--- src/rtl/array_18_pkg.sv ---
// -----------------------------------------------------------------------------
// array_18_pkg
//   Shared constants and types for the array_18 SRAM front end.
//   ADDR_W/LANES/LANE_W describe the 1024 x 180-bit macro (ten 18-bit lanes).
//   ctrl_state_t is the controller FSM state set.
//   The build macro ARRAY_18_INIT_CLEAR_EN (used by array_18_ctrl) enables
//   the post-reset CLEAR sweep.
// -----------------------------------------------------------------------------
package array_18_pkg;

    localparam int ADDR_W = 10;
    localparam int LANES  = 10;
    localparam int LANE_W = 18;
    localparam int DATA_W = LANES * LANE_W;
    localparam int DEPTH  = 1024;

    localparam logic [ADDR_W-1:0] LAST_ADDR = ADDR_W'(DEPTH - 1);

    typedef enum logic [1:0] {
        WAIT  = 2'd0,
        CLEAR = 2'd1,
        READY = 2'd2
    } ctrl_state_t;

    // Reads must never present a lane mask to the macro.
    function automatic logic [LANES-1:0] write_mask(input logic             is_write,
                                                    input logic [LANES-1:0] mask);
        return is_write ? mask : '0;
    endfunction

endpackage

--- src/rtl/array_18_resp_fifo.sv ---
// -----------------------------------------------------------------------------
// array_18_resp_fifo
//   Two-entry response queue holding read data returned by the SRAM macro.
//   Push and pop in the same cycle are allowed and leave occupancy unchanged.
//
//   clk_i        clock, all state on rising edge
//   rst_ni       asynchronous active-low reset
//   push_i       write push_data_i into the tail
//   push_data_i  read data from the macro
//   pop_i        discard the head entry
//   head_o       head entry (zero after reset)
//   occ_o        occupancy, 0..2
// -----------------------------------------------------------------------------
module array_18_resp_fifo
    import array_18_pkg::*;
(
    input  logic              clk_i,
    input  logic              rst_ni,
    input  logic              push_i,
    input  logic [DATA_W-1:0] push_data_i,
    input  logic              pop_i,
    output logic [DATA_W-1:0] head_o,
    output logic [1:0]        occ_o
);

    logic [DATA_W-1:0] slot_q [2];
    logic              wr_ptr_q;
    logic              rd_ptr_q;
    logic [1:0]        occ_q;

    always_ff @(posedge clk_i or negedge rst_ni) begin
        if (!rst_ni) begin
            slot_q[0] <= '0;
            slot_q[1] <= '0;
            wr_ptr_q  <= 1'b0;
            rd_ptr_q  <= 1'b0;
            occ_q     <= '0;
        end else begin
            // When full, wr_ptr == rd_ptr: a simultaneous push+pop overwrites
            // the slot whose contents are being consumed on this same edge.
            if (push_i) begin
                slot_q[wr_ptr_q] <= push_data_i;
                wr_ptr_q         <= ~wr_ptr_q;
            end
            if (pop_i) begin
                rd_ptr_q <= ~rd_ptr_q;
            end
            case ({push_i, pop_i})
                2'b10:   occ_q <= occ_q + 2'd1;
                2'b01:   occ_q <= occ_q - 2'd1;
                default: occ_q <= occ_q;
            endcase
        end
    end

    assign head_o = slot_q[rd_ptr_q];
    assign occ_o  = occ_q;

    // Upstream credit accounting guarantees neither of these can happen.
    a_no_overflow : assert property (@(posedge clk_i) disable iff (!rst_ni)
        !(push_i && !pop_i && (occ_q == 2'd2)))
        else $error("array_18_resp_fifo: push into full queue");

    a_no_underflow : assert property (@(posedge clk_i) disable iff (!rst_ni)
        !(pop_i && (occ_q == 2'd0)))
        else $error("array_18_resp_fifo: pop from empty queue");

endmodule

--- src/rtl/array_18_ctrl.sv ---
// -----------------------------------------------------------------------------
// array_18_ctrl
//   Request/response front end for the 1024 x 180-bit single-port SRAM macro.
//   Converts a valid/ready request stream into macro en/wmode/wmask strobes,
//   absorbs the one-cycle registered read latency and buffers read data in a
//   2-entry response queue so the consumer can apply backpressure.
//
//   Build option: define ARRAY_18_INIT_CLEAR_EN to zero the whole array
//   (1024 full-mask writes) after every reset before accepting requests.
//
//   clock       sole clock, rising edge
//   reset_n     asynchronous active-low reset
//   req_*       request channel (valid/ready, write, addr, mask, wdata)
//   resp_*      response channel (valid/ready, rdata = head of queue)
//   init_done   high while the controller is in READY
//   mem_*       SRAM macro strobes; mem_rdata valid the cycle after a read
// -----------------------------------------------------------------------------
module array_18_ctrl
    import array_18_pkg::*;
(
    input  logic              clock,
    input  logic              reset_n,

    input  logic              req_valid,
    output logic              req_ready,
    input  logic              req_write,
    input  logic [ADDR_W-1:0] req_addr,
    input  logic [LANES-1:0]  req_mask,
    input  logic [DATA_W-1:0] req_wdata,

    output logic              resp_valid,
    input  logic              resp_ready,
    output logic [DATA_W-1:0] resp_rdata,

    output logic              init_done,

    output logic              mem_en,
    output logic              mem_wmode,
    output logic [ADDR_W-1:0] mem_addr,
    output logic [LANES-1:0]  mem_wmask,
    output logic [DATA_W-1:0] mem_wdata,
    input  logic [DATA_W-1:0] mem_rdata
);

    ctrl_state_t state_q;
    logic        init_done_q;
    logic        inflight_q;
    logic        fire;
    logic        pop;
    logic [1:0]  occ;

`ifdef ARRAY_18_INIT_CLEAR_EN
    logic [ADDR_W-1:0] clr_addr_q;
`endif

    // -------------------------------------------------------------------------
    // Handshake and credit accounting
    // -------------------------------------------------------------------------
    assign pop        = resp_valid && resp_ready;
    assign resp_valid = (occ != 2'd0);

    // occ + inflight - pop < 2, rearranged as occ + inflight < 2 + pop so the
    // unsigned arithmetic never wraps.
    assign req_ready = (state_q == READY) &&
                       (({1'b0, occ} + {2'b00, inflight_q}) < (3'd2 + {2'b00, pop}));

    assign fire      = req_valid && req_ready;
    assign init_done = init_done_q;

    // -------------------------------------------------------------------------
    // Controller FSM
    // -------------------------------------------------------------------------
    always_ff @(posedge clock or negedge reset_n) begin
        if (!reset_n) begin
            state_q     <= WAIT;
            init_done_q <= 1'b0;
`ifdef ARRAY_18_INIT_CLEAR_EN
            clr_addr_q  <= '0;
`endif
        end else begin
            case (state_q)
                WAIT: begin
`ifdef ARRAY_18_INIT_CLEAR_EN
                    state_q    <= CLEAR;
                    clr_addr_q <= '0;
`else
                    state_q     <= READY;
                    init_done_q <= 1'b1;
`endif
                end
                CLEAR: begin
`ifdef ARRAY_18_INIT_CLEAR_EN
                    // The strobe for clr_addr_q is issued this cycle; leave
                    // once the last word has been written.
                    clr_addr_q <= clr_addr_q + 1'b1;
                    if (clr_addr_q == LAST_ADDR) begin
                        state_q     <= READY;
                        init_done_q <= 1'b1;
                    end
`else
                    state_q <= WAIT;
`endif
                end
                READY: begin
                    state_q     <= READY;
                    init_done_q <= 1'b1;
                end
                default: begin
                    state_q     <= WAIT;
                    init_done_q <= 1'b0;
                end
            endcase
        end
    end

    // -------------------------------------------------------------------------
    // Read-latency tracking: a read fired last cycle returns data now.
    // -------------------------------------------------------------------------
    always_ff @(posedge clock or negedge reset_n) begin
        if (!reset_n) begin
            inflight_q <= 1'b0;
        end else begin
            inflight_q <= fire && !req_write;
        end
    end

    // -------------------------------------------------------------------------
    // SRAM strobes
    // -------------------------------------------------------------------------
    always_comb begin
        mem_en    = fire;
        mem_wmode = req_write;
        mem_addr  = req_addr;
        mem_wmask = write_mask(req_write, req_mask);
        mem_wdata = req_wdata;
`ifdef ARRAY_18_INIT_CLEAR_EN
        // req_ready is low in CLEAR, so this never competes with a request.
        if (state_q == CLEAR) begin
            mem_en    = 1'b1;
            mem_wmode = 1'b1;
            mem_addr  = clr_addr_q;
            mem_wmask = '1;
            mem_wdata = '0;
        end
`endif
    end

    // -------------------------------------------------------------------------
    // Response queue
    // -------------------------------------------------------------------------
    array_18_resp_fifo u_resp_fifo (
        .clk_i       (clock),
        .rst_ni      (reset_n),
        .push_i      (inflight_q),
        .push_data_i (mem_rdata),
        .pop_i       (pop),
        .head_o      (resp_rdata),
        .occ_o       (occ)
    );

endmodule

--- config.mk ---
export PLATFORM = sky130hd
export DESIGN_NAME = array_18_ctrl
export DESIGN_NICKNAME = d
export VERILOG_FILES = /design/src/rtl/array_18_pkg.sv /design/src/rtl/array_18_resp_fifo.sv /design/src/rtl/array_18_ctrl.sv
export SDC_FILE = /design/constraint.sdc
export NUM_CORES = 1
export LEC_CHECK = 0
export BUFFER_PORTS_ARGS = -buffer_cell sky130_fd_sc_hd__buf_2
export CAP_MARGIN = 20
export CELL_PAD_IN_SITES_DETAIL_PLACEMENT = 1
export CELL_PAD_IN_SITES_GLOBAL_PLACEMENT = 1
export CORE_AREA = 3 3 294 296
export DETAILED_ROUTE_END_ITERATION = 8
export DIE_AREA = 0 0 297 299
export PLACE_DENSITY_LB_ADDON = 0.1
export SETUP_SLACK_MARGIN = 0.5
export SLEW_MARGIN = 25
export SYNTH_ARGS = -nofsm -noshare
export SYNTH_HDL_FRONTEND = slang
export SYNTH_SLANG_ARGS = --single-unit
--- constraint.sdc ---
create_clock -name clock -period 1.6 [get_ports clock]
set_input_delay 0.08 -clock clock [delete_from_list [all_inputs] [get_ports clock]]
set_output_delay 0.08 -clock clock [all_outputs]
set_load 0.03 [all_outputs]
Yosys cells after proc, flatten, opt, wreduce, memory -nomap -nowiden
Index checks and enable logic that the tools add are counted.
Storage, ports and cells
  bits in registers: 368
  bits of input ports: 385
  output and inout port bits: 385
  word-level logic and storage cells: 44
Cells by class
  $add $sub $neg: 4
  magnitude comparators: 4
  equal/unequal tests: 4
  muxes and demuxes: 10
  bitwise logic cells: 4
  reduce and logical (&&, ||, !) cells: 10
Operators by type and width (count)
  180-bit 2-to-1 mux: 4
  360-bit bitwise mux: 1
  180-bit demux with 1-bit select: 1
  10-bit 2-to-1 mux: 1
  1-bit logical AND: 5
  2-bit by 1-bit equality test with 1-bit output (second input constant): 2
  2-bit equality test (second input constant): 2
  2-bit >= comparator (second input constant): 2
  1-bit NOT with 2-bit output: 2
  2-bit case mux with 2 select lines: 1
  2-bit nonzero test: 2
  2-bit by 1-bit adder with 3-bit output: 1
  2-bit by 1-bit adder with 3-bit output (first input constant): 1
  3-bit less-than comparator: 1
  2-bit by 1-bit adder with 2-bit output (second input constant): 1
  2-bit logical NOT: 1
  2-bit by 1-bit less-than comparator with 1-bit output (second input constant): 1
  2-bit 2-to-1 mux: 1
  1-bit NOT: 2
  1-bit case mux with 2 select lines: 1
  2-bit OR reduction: 1
  2-bit by 1-bit subtractor with 2-bit output (second input constant): 1
  1-bit logical NOT: 1

Longest topological paths before layout
  depth after elaboration: 7
  depth in mapped cells: 6
  depth with buffers taken out: 6

Hierarchy
Synthesis repeated with hierarchy kept, for this count alone.
Unflattened totals
  cells, all modules: 1187
  area, all modules: 17231.5 µm²
By module, submodules not included
  array_18_resp_fifo: instances 1, cells an instance 972, area each 15592.5 µm², sequential area each 9108.7 µm²
  array_18_ctrl: instances 1, cells an instance 215, area each 1639.1 µm², sequential area each 50.0 µm²

Worst setup path before layout
No wires, ideal clock.
  path kind: register to output
  start: register inflight_q
  end: output port req_ready
  data arrival time: 1.723 ns
  data required time: 1.520 ns
  setup slack: -0.203 ns
  stages on the path, launching flop included: 5
  path through: dfrtp_1 ha_1 ha_1 o21a_1 nor3b_1
On the way
  word-level cells in the longest chain between the ends: 3
Ends and longest elaborated chain
  from (decl): line array_18_ctrl.sv:47  | logic inflight_q;
  from (signal assigned): line array_18_ctrl.sv:123  | inflight_q <= fire && !req_write;
  2-bit by 1-bit adder with 3-bit output: line array_18_ctrl.sv:65  | (({1'b0, occ} + {2'b00, inflight_q}) < (3'd2 + {2'b00, pop}));
  3-bit less-than comparator: line array_18_ctrl.sv:65
  1-bit logical AND: line array_18_ctrl.sv:64  | assign req_ready = (state_q == READY) &&
  to (decl): line array_18_ctrl.sv:25  | output logic req_ready,
No other way between the ends.

Worst setup path in the final report
  start: register u_resp_fifo.rd_ptr_q
  end: output port resp_rdata[4]
On the way
  word-level cells in the longest chain between the ends: 4
Ends and longest elaborated chain
  from (decl): line array_18_resp_fifo.sv:28  | logic rd_ptr_q;
  from (signal assigned): line array_18_resp_fifo.sv:46  | rd_ptr_q <= ~rd_ptr_q;
  1-bit NOT with 2-bit output (not written as such): line array_18_resp_fifo.sv:56  | assign head_o = slot_q[rd_ptr_q];
  180-bit 2-to-1 mux (not written as such) (3 in a row): line array_18_resp_fifo.sv:56
  to (decl): line array_18_ctrl.sv:33  | output logic [DATA_W-1:0] resp_rdata,
No other way between the ends. The select of a mux whose other input is x is not followed.

==> results.py <==
metrics = {
    "critical_path": {
        "crit_arrival_ns": 2.00,
        "slowest_delay_ns": 0.54,
        "rrSetupSlack_ns": -0.11,
        "cp.depth": 5,
        "cp_max_fo": 8,
        "cpMostUsedCell": "buf_12",
        "start_kind": "flip-flop",
        "cp.required_ns": 1.52,
        "slowest_stage": "dfrtp_4",
        "crit_path_end": "resp_rdata[4]",
        "worst-setup-path-type": "flip-flop to output pin",
        "r2r_end": "u_resp_fifo.slot_q[305]$_DFFE_PN0P_",
        "critPathCaptureType": "output pin",
        "r2r_start": "inflight_q$_DFF_PN0_",
        "crit_buf_inv": 4,
        "reg2reg_depth": 7,
        "critical_path.top_delay_family": "buffers and inverters",
        "worstPathCellList": "buf_12, buf_12, buf_12, mux2_4, buf_6",
        "critPathLaunch": "u_resp_fifo.rd_ptr_q$_DFFE_PN0P_",
    },
    "timing": {
        "slew_viol_final": 0,
        "min_period_ns": 2.079,
        "clock.fmax_ghz": 0.4810,
        "max_slew_margin_pct": 56.05,
        "whs_ns": -0.1116,
        "grt_setup_unrepaired": "true",
        "finalCritPeriodShare_pct": 129.9,
        "finalSetupViolCount": 451,
        "finalHoldViolations": 3,
        "tightest_slew_ns": 0.6593,
        "fin_tns_setup_ns": -89.36,
        "skew_ns": 0.01084,
        "setup_slack_ns": -0.4791,
    },
    "synth": {
        "synth_cell_types": 22,
        "netlist_instances": 1187,
        "synth_nets": 1575,
        "yosysSeqAreaShare_pct": 53.21,
        "ys_ff_latch": 366,
        "avgSynthCellArea_sq_um": 14.50,
        "synth-warning-count": 0,
        "syn_area_sq_um": 17210,
    },
    "global_route": {
        "antenna_found_initial": 6,
        "grt.busiest_layer": "met2",
        "use_met1_pct": 14.22,
        "grtUsageMet3_pct": 5.507,
        "overflow": 0,
        "grt_pass1_vias": 12947,
        "grt_pass1_wl_microns": 81510,
        "grt_use_total_pct": 11.83,
        "grtUsageMet2_pct": 19.18,
        "grt_max_degree": 55,
    },
    "power": {
        "combPwrFrac_pct": 55.2,
        "irDropWorstVdd_v": 0.001215,
        "pwr-share-clk_pct": 17.2,
        "leakage_nw": 12.47,
        "power_density_nw_per_um2": 2235,
        "power.switching_mw": 22.07,
        "switching_share_pct": 37.12,
        "seq_power_share_pct": 27.7,
        "intPower_mw": 37.40,
    },
    "cts": {
        "max-clock-path-buffers": 3,
        "cts_sinks": 366,
        "clk_latency_ns": 0.58,
        "cts_tree": "done",
        "cts-buffers-inserted": 48,
        "clkSlewWorstSetupHoldPaths_ns": 0.06,
        "cts.hold.buffers_added": 182,
        "root_buffer": "clkbuf_16",
        "cts_max_level": 2,
    },
    "floorplanning": {
        "initial_utilization_pct": 20.54,
        "dieWidth_microns": 297,
        "dieArea_sq_um": 88800,
        "rows": 106,
        "dieHeight_microns": 299,
        "io_pins": 770,
        "coreArea_sq_um": 83820,
    },
    "layout": {
        "stdcell_area_sq_um": 26610,
        "finalNetCount": 2090,
        "synthToLayoutAreaGrowth_pct": 54.57,
        "final_util_pct": 31.74,
        "stdcell_count": 2874,
        "drive_above_1_share_pct": 65.96,
        "fillers": 8856,
    },
    "flow_run": {
        "maxCapViolCount": 0,
    },
    "placement": {
        "gp_congestion": 0.6948,
        "dp_hpwl_microns": 38240,
        "numPortBuffers": 389,
        "dpl.cell_count": 2541,
        "placed_area_sq_um": 20500,
    },
    "routing": {
        "vias": 11351,
        "vias_per_cell": 3.950,
        "drt_iter0_drc": 255,
        "routed_wl_microns": 58790,
        "ant_nets": 0,
        "dr.pass1.iters": 4,
        "wl_per_cell_microns": 20.46,
        "drc": 0,
    },
    "outcome": {
        "run_status": "finished with violations",
        "violations": "negative hold slack, negative setup slack",
    },
    "min_path": {
        "hp-class": "primary input to flip-flop",
    },
}
how the worst min path moves through the flow:
stage                                          endpoint  slack (ns)  cells after the start  startpoint
detailed placement  u_resp_fifo.slot_q[297]$_DFFE_PN0P_        0.13                      1     reset_n
global route                       inflight_q$_DFF_PN0_       -0.12                      3   req_valid
floorplan                          inflight_q$_DFF_PN0_       -0.22                      0     reset_n
finish                             inflight_q$_DFF_PN0_       -0.11                      3   req_valid
CTS                                inflight_q$_DFF_PN0_       -0.17                      3   req_valid
global placement    u_resp_fifo.slot_q[109]$_DFFE_PN0P_        0.13                      1     reset_n
placed cells by master, fill, tap and decap left out, drive strengths merged:
master	count
and2	10
buf	505
clkbuf	99
clkinv	11
clkinvlp	1
conb	1
dfrtp	366
diode	4
dlygate4sd3	182
ha	3
inv	3
mux2	540
nand2	2
nor2	2
nor3	1
nor3b	1
nor4	1
o21a	1
o21ai	1
or2	1
xnor2	3
xor2	2
metal layers:
layer / routed length [microns] / vias up
li1: - / 5000
met1: 25570 / 5811
met2: 27070 / 456
met3: 5076 / 76
met4: 958 / 8
met5: 111 / -
tightest hold or removal path, stage by stage:
cell     delay (ns)
buf_2          0.09
nand2_1        0.17
nor4_4         0.07
cell families after synthesis:
family,after synthesis,synth area share [%]
xor+xnor,5,0.2545
buf+inv,252,10.24
mux,540,35.33
compound gates,2,0.07268
simple gates,18,0.6542
flops,366,53.21
fa+ha+maj,3,0.2181
other cells,1,0.02179
per-stage QoR:
stage          hold WS, ns  power, mW  worst slack [ns]
2_1_floorplan      -0.2156      35.99            0.2075
3_3_place_gp        0.1296      42.44           0.02450
3_5_place_dp        0.1310      42.80          -0.01001
4_1_cts            -0.1706      56.83           -0.5674
5_1_grt            -0.1237      62.79           -0.5635
6_report           -0.1116      59.47           -0.4791
synthesized netlist by cell type:
| library cell | count | area [sq um] |
|---|---|---|
| mux2_2 | 530 | 5968 |
| dfrtp_1 | 366 | 9159 |
| buf_4 | 202 | 1516 |
| buf_2 | 47 | 235.2 |
| and2_1 | 10 | 62.56 |
| mux2_1 | 10 | 112.6 |
| ha_1 | 3 | 37.54 |
| xnor2_1 | 3 | 26.28 |
| inv_1 | 2 | 7.510 |
| xor2_1 | 2 | 17.52 |
| clkbuf_1 | 1 | 3.750 |
| conb_1 | 1 | 3.750 |
| nand2_1 | 1 | 3.750 |
| nand2_2 | 1 | 6.260 |
| nor2_1 | 1 | 3.750 |
| nor2_4 | 1 | 11.26 |
| nor3_1 | 1 | 5.000 |
| nor3b_1 | 1 | 7.510 |
| nor4_1 | 1 | 6.260 |
| o21a_1 | 1 | 7.510 |
| o21ai_0 | 1 | 5.000 |
| or2_2 | 1 | 6.260 |
flip-flops by register name, indices dropped and copies added (netlist names):
name / flops
inflight_q: 1
state_q: 1
u_resp_fifo.occ_o: 2
u_resp_fifo.rd_ptr_q: 1
u_resp_fifo.slot_q: 360
u_resp_fifo.wr_ptr_q: 1
area by class of cell:
cell class	count	area, sq um	area share (%)
sequential	366	9164	34.44
multi-input combinational	569	7537	28.33
timing repair buffer	715	7005	26.33
tap	1134	1419	5.333
clock buffer	71	1389	5.220
clock inverter	13	71.32	0.2681
inverter	2	10.01	0.03762
antenna	4	10.01	0.03762
power by group through the flow:
stage / logic, mW / clock network [mW] / registers, mW
global route: 34.6 / 11.1 / 17.1
detailed placement: 26.4 / 0 / 16.4
floorplan: 20.4 / 0 / 15.6
global placement: 26.2 / 0 / 16.2
finish: 32.8 / 10.2 / 16.5
CTS: 29.7 / 10.8 / 16.4
what timing repair did:
item | 4_1_cts | 5_1_grt
setup endpoints to repair | 547 | 548
endpoints found under the hold margin | 729 | 3
gates cloned | 2 | 31
buffers inserted | 7 | 23
gates resized for setup | 197 | 323
pin swaps | 4 | 1
Note: power is estimated with default switching activity, not from simulation.
